==> src/rtl/decode_ctrl_seq.sv <==
// Opcode decoder and issue sequencer: decodes an opcode into a one-hot control
// word plus datapath controls, stalls multi-cycle ops, and holds the word until execute accepts it.
module decode_ctrl_seq #(
  parameter int OPW     = 5,
  parameter int NCTRL   = 20,
  parameter int MUL_CYC = 3,
  parameter int DIV_CYC = 8,
  parameter int FFT_CYC = 16
) (
  input  logic             clk,
  input  logic             rst_n,
  input  logic [OPW-1:0]   op_i,
  input  logic             op_valid_i,
  output logic             op_ready_o,
  input  logic             flush_i,
  input  logic             ex_ready_i,
  output logic             ctrl_valid_o,
  output logic [NCTRL-1:0] ctrl_o,
  output logic             branch_o,
  output logic             regwrite_o,
  output logic             memtoreg_o,
  output logic             memwrite_o,
  output logic             alusrc_o,
  output logic             busy_o,
  output logic             illegal_o
);

  localparam int MAX_CYC_MD = (MUL_CYC > DIV_CYC) ? MUL_CYC : DIV_CYC;
  localparam int MAX_CYC    = (MAX_CYC_MD > FFT_CYC) ? MAX_CYC_MD : FFT_CYC;
  localparam int CW         = (MAX_CYC > 1) ? $clog2(MAX_CYC) : 1;

  localparam logic [4:0] OP_MUL  = 5'h02;
  localparam logic [4:0] OP_DIV  = 5'h03;
  localparam logic [4:0] OP_JUMP = 5'h0A;
  localparam logic [4:0] OP_RET  = 5'h0E;
  localparam logic [4:0] OP_LD   = 5'h0F;
  localparam logic [4:0] OP_ST   = 5'h10;
  localparam logic [4:0] OP_FFT  = 5'h1D;
  localparam logic [4:0] OP_ENC  = 5'h1E;
  localparam logic [4:0] OP_DENC = 5'h1F;

  typedef enum logic [1:0] {S_IDLE, S_WAIT, S_OUT} state_t;

  typedef struct packed {
    logic [NCTRL-1:0] vec;
    logic             branch;
    logic             regwrite;
    logic             memtoreg;
    logic             memwrite;
    logic             alusrc;
  } word_t;

  state_t        r_state, w_state_nx;
  logic [CW-1:0] r_cnt, w_cnt_nx, w_cyc;
  word_t         r_out, w_out_nx, r_pend, w_pend_nx, w_dec;
  logic          r_valid, w_valid_nx;
  logic          r_busy, w_busy_nx;
  logic          r_illegal, w_illegal_nx;
  logic          w_legal, w_multi, w_accept;
  logic [4:0]    w_op5;

  // Decoder: ADD..ST occupy opcodes 0x00..0x10 and map to ctrl bits 19 down to 3.
  always_comb begin
    // NOTE: every signal written here gets a default first, so no path can infer a latch.
    w_dec   = '0;
    w_legal = 1'b0;
    w_multi = 1'b0;
    w_cyc   = '0;
    w_op5   = op_i[4:0];
    if ((op_i >> 5) == '0) begin
      if (w_op5 <= OP_ST) begin
        w_legal   = 1'b1;
        w_dec.vec = NCTRL'(1) << (5'd19 - w_op5);
      end else if (w_op5 == OP_FFT) begin
        w_legal   = 1'b1;
        w_dec.vec = NCTRL'(1);
      end else if (w_op5 == OP_ENC) begin
        w_legal   = 1'b1;
        w_dec.vec = NCTRL'(4);
      end else if (w_op5 == OP_DENC) begin
        w_legal   = 1'b1;
        w_dec.vec = NCTRL'(2);
      end
      w_dec.branch   = (w_op5 >= OP_JUMP) && (w_op5 <= OP_RET);
      w_dec.memtoreg = (w_op5 == OP_LD);
      w_dec.alusrc   = (w_op5 == OP_LD);
      w_dec.memwrite = (w_op5 == OP_ST);
      w_dec.regwrite = w_legal && !w_dec.branch && (w_op5 != OP_ST);
      unique case (w_op5)
        OP_MUL:  begin w_multi = 1'b1; w_cyc = CW'(MUL_CYC - 1); end
        OP_DIV:  begin w_multi = 1'b1; w_cyc = CW'(DIV_CYC - 1); end
        OP_FFT:  begin w_multi = 1'b1; w_cyc = CW'(FFT_CYC - 1); end
        default: ;
      endcase
    end
  end

  // Flush blocks acceptance in the same cycle, so a flushed cycle can never launch an op.
  assign op_ready_o = !flush_i &&
                      ((r_state == S_IDLE) || ((r_state == S_OUT) && ex_ready_i));
  assign w_accept   = op_valid_i && op_ready_o;

  always_comb begin
    w_state_nx   = r_state;
    w_cnt_nx     = r_cnt;
    w_pend_nx    = r_pend;
    w_out_nx     = '0;
    w_valid_nx   = 1'b0;
    w_busy_nx    = 1'b0;
    w_illegal_nx = 1'b0;

    if (flush_i) begin
      w_state_nx = S_IDLE;
      w_cnt_nx   = '0;
    end else begin
      unique case (r_state)
        S_IDLE: ;
        S_WAIT: begin
          if (r_cnt == '0) begin
            w_state_nx = S_OUT;
            w_valid_nx = 1'b1;
            w_out_nx   = r_pend;
          end else begin
            w_cnt_nx  = r_cnt - 1'b1;
            w_busy_nx = 1'b1;
          end
        end
        S_OUT: begin
          if (ex_ready_i) begin
            w_state_nx = S_IDLE;
          end else begin
            w_valid_nx = 1'b1;
            w_out_nx   = r_out;
          end
        end
        default: w_state_nx = S_IDLE;
      endcase
    end

    // An accept overrides the OUT handshake result, giving bubble-free issue.
    if (w_accept) begin
      if (!w_legal) begin
        w_state_nx   = S_IDLE;
        w_illegal_nx = 1'b1;
      end else if (w_multi) begin
        w_state_nx = S_WAIT;
        w_cnt_nx   = w_cyc;
        w_busy_nx  = 1'b1;
        w_pend_nx  = w_dec;
      end else begin
        w_state_nx = S_OUT;
        w_valid_nx = 1'b1;
        w_out_nx   = w_dec;
      end
    end
  end

  always_ff @(posedge clk or negedge rst_n) begin
    if (!rst_n) begin
      r_state   <= S_IDLE;
      r_cnt     <= '0;
      r_out     <= '0;
      r_pend    <= '0;
      r_valid   <= 1'b0;
      r_busy    <= 1'b0;
      r_illegal <= 1'b0;
    end else begin
      // NOTE: state uses non-blocking assignments so every register samples pre-edge values.
      r_state   <= w_state_nx;
      r_cnt     <= w_cnt_nx;
      r_out     <= w_out_nx;
      r_pend    <= w_pend_nx;
      r_valid   <= w_valid_nx;
      r_busy    <= w_busy_nx;
      r_illegal <= w_illegal_nx;
    end
  end

  assign ctrl_valid_o = r_valid;
  assign ctrl_o       = r_out.vec;
  assign branch_o     = r_out.branch;
  assign regwrite_o   = r_out.regwrite;
  assign memtoreg_o   = r_out.memtoreg;
  assign memwrite_o   = r_out.memwrite;
  assign alusrc_o     = r_out.alusrc;
  assign busy_o       = r_busy;
  assign illegal_o    = r_illegal;

endmodule

==> config.mk <==
export PLATFORM = sky130hd
export DESIGN_NAME = decode_ctrl_seq
export DESIGN_NICKNAME = d
export VERILOG_FILES = /design/src/rtl/decode_ctrl_seq.sv
export SDC_FILE = /design/constraint.sdc
export NUM_CORES = 1
export LEC_CHECK = 0
export ABC_AREA = 1
export BUFFER_PORTS_ARGS = -buffer_cell sky130_fd_sc_hd__buf_2
export CAP_MARGIN = 15
export CORE_MARGIN = 2
export CORE_UTILIZATION = 25
export CTS_CLUSTER_DIAMETER = 200
export DETAILED_ROUTE_END_ITERATION = 16
export SYNTH_ARGS = -nofsm -noshare
export SYNTH_HDL_FRONTEND = slang
export SYNTH_SLANG_ARGS = --single-unit
export TNS_END_PERCENT = 1
==> constraint.sdc <==
create_clock -name clk -period 2.2 [get_ports clk]
set_input_delay 0.44 -clock clk [delete_from_list [all_inputs] [get_ports clk]]
set_output_delay 0.44 -clock clk [all_outputs]
set_load 0.02 [all_outputs]
==> run metrics <==
result of the run complete, but fails checks; violated checks design-rule violations; number of remaining DRC errors 2; Syn Std Cell Area 2983 µm²; effective utilization at floorplan 0.2590; total half-perimeter wirelength after legalization and detailed placement 5.387 mm; I/O Pins 39; critical path type flop to flop; total CTS buffers 9; routed length on met2 3.509 mm; Via-to-Cell Ratio 4.358; die span in x 113.2 µm; remaining antenna violation count after routing 0; number of synthesis warnings 0; sequential-to-total area share from yosys stat 0.4866; buffer levels on the longest clock path 2; number of global-route vias before repair 2554; number of maximum-capacitance violations 0; endpoint class of the critical path flop; initial drt markers 168; GP Congestion 0.8247; gr usage total 0.1247; placement row count 39; Ant. Diodes 0; post-DR wirelength/cell 12.41 µm; startpoint type of the worst setup path flop; Fmax achieved 490.1 MHz; Final Slew Violations 0; insertion delay of the later-clocked pin in the worst-skew pair 330 ps; share of layout cells above drive strength 1 0.1652; Max Fanout on Critical Path 21; worst path bufs/invs 2; Synth Net Count 428; data required time at the worst endpoint 2450 ps; ordered list of cells on the worst path inv_1, ha_1, nand2_1, nand2_1, nand2_1, nor2_2, nand3_4, inv_2, nand2_1, nand2_1; power consumption 3000 µW; TritonCTS clock tree done; Critical path origin r_state[0]; dominant cells by area after synthesis dfrtp_1 (49%), nand2_1 (22%), nand3_1 (6.0%); final routed wirelength across all metal layers 7.481 mm; slew at the pin closest to its max-slew limit 483.7 ps; clock transition time at the flip-flop clock pins of the worst setup and hold paths 50 ps; area share of the largest cell type after synthesis 0.4866; wire length the detailed router placed on met1 3.467 mm; most common cell type on the critical path nand2_1; worst r2r src r_state[0]; leftover overflow at the end of global routing 0; highest signal layer in the routed design met4; H-tree level count 3; number of nets at the end of the flow 471; routed length on met3 365 µm; # port buffers 38; Rel. slew slack 0.6776; TritonCTS sink count 58; first drt pass iteration count 11; maximum clock skew at final layout 5.342 ps; CTS root buffer clkbuf_16; # hold bufs at CTS 0; number of endpoints failing setup at the final stage 0; crit-path max cell delay 380 ps; average instance area after synthesis 7.240 µm²; final setup slack of the worst path 159.6 ps; number of antenna violations at the first check in global routing 0; area enclosed by the die boundary 12820 µm²; power density relative to cell area 820.7 nW/µm²; flip-flop and latch count after synthesis 58; VDD IR-drop max 0.2608 mV; area added between synthesis and finish 22.53%; commonest cells after routing, fill and taps aside nand2_1 (177), dfrtp_1 (58), nor2_1 (42); via count 2628; setup slack at placement 122.7 ps; Period Utilization, post-route 0.9275; most common cell after layout, fill and taps aside nand2_1; Worst path slowest cell dfrtp_1; Vert. Die Dim 113.2 µm; placed cell area 3356 µm²; global-route wire length before repair 12.53 mm; final instance area 3655 µm²; largest net degree at the start of global routing 41; instance count of the mapped netlist 412; leakage power 0.002087 µW; total negative setup slack 0 ps; hold violation total from the final report 0; area leader, netlist dfrtp_1; Resized cells post-CTS 0; shortest clock period the worst path allows after layout 2040 ps; RSZ-0062 raised after global routing false; class of the tightest hold or removal check input pin to asynchronous set/reset pin; cell family with the largest share of critical-path delay simple AND/OR/NAND/NOR gates; Cell variety after synth 24; core region area 11520 µm²; arrival time of the worst setup path 2290 ps; number of setup buffers added after CTS 0
-- final timing paths --
path	end	slack [ps]	cells after the start
hold reg to reg	r_pend[3]	480	2
setup reg to reg	branch_o	160	10
max in group asynchronous	r_pend[1]	1550	2
setup / recovery	branch_o	160	10
hold / removal	r_pend[16]	70	1
min in group clk	busy_o	400	2
-- power by group --
group	switching [µW]	internal [µW]
sequential	69.7	1200
combinational	226	111
clock	461	936
total	757	2240
-- synth_stat cells --
library cell    n
buf_2           5
inv_1          38
buf_6           1
clkinv_1        2
nand2_1       177
ha_1            6
clkbuf_1        4
nor2_2          4
nor2_4          2
o21a_1          1
o21ai_1         2
nand3_2         1
nor4_1          1
a21oi_1         1
nor3_1          4
nor2_1         42
buf_4           2
nand4_1         4
nand2_2         1
nand3_4         1
o21ai_0         9
inv_2          10
nand3_1        36
dfrtp_1        58
-- metrics by stage --
step / utilization / cells / hold slack [ps]
floorplan: - / 412 / 144.4
global placement: 0.2914 / 587 / 421.0
detailed placement: 0.2914 / 587 / 435.1
CTS: 0.3174 / 603 / 86.14
global route: 0.3174 / 603 / 105.2
finish: 0.3174 / 603 / 70.45
-- flip-flops by register name, summed over array words and instances, names as in the netlist --
name / flops
alusrc_o: 1
branch_o: 1
busy_o: 1
ctrl_o: 20
ctrl_valid_o: 1
illegal_o: 1
memtoreg_o: 1
memwrite_o: 1
r_cnt: 4
r_pend: 24
r_state: 2
regwrite_o: 1
-- kinds of logic (layout without fill, tap and decap cells) --
kind of cell,Yosys count,after routing,synth area share
fa+ha+maj,6,6,0.02517
simple gates,273,273,0.3805
buf+inv,62,110,0.08515
flops,58,58,0.4866
compound gates,13,13,0.02265
-- layout make-up --
class | count | area [µm²]
fill | 1223 | 7861
sequential | 58 | 1451
multi-input combinational | 292 | 1277
clock buffer | 14 | 264.0
timing repair buffer | 44 | 260.3
inverter | 50 | 187.7
tap | 143 | 178.9
clock inverter | 2 | 35.03
-- layer usage --
metal / vias up / track usage
li1: 1346 / -
met1: 1208 / 0.1601
met2: 62 / 0.1964
met3: 12 / 0.03267
met4: 0 / 0.05854
met5: - / 0
No activity file was read; power rests on OpenSTA's default activity.
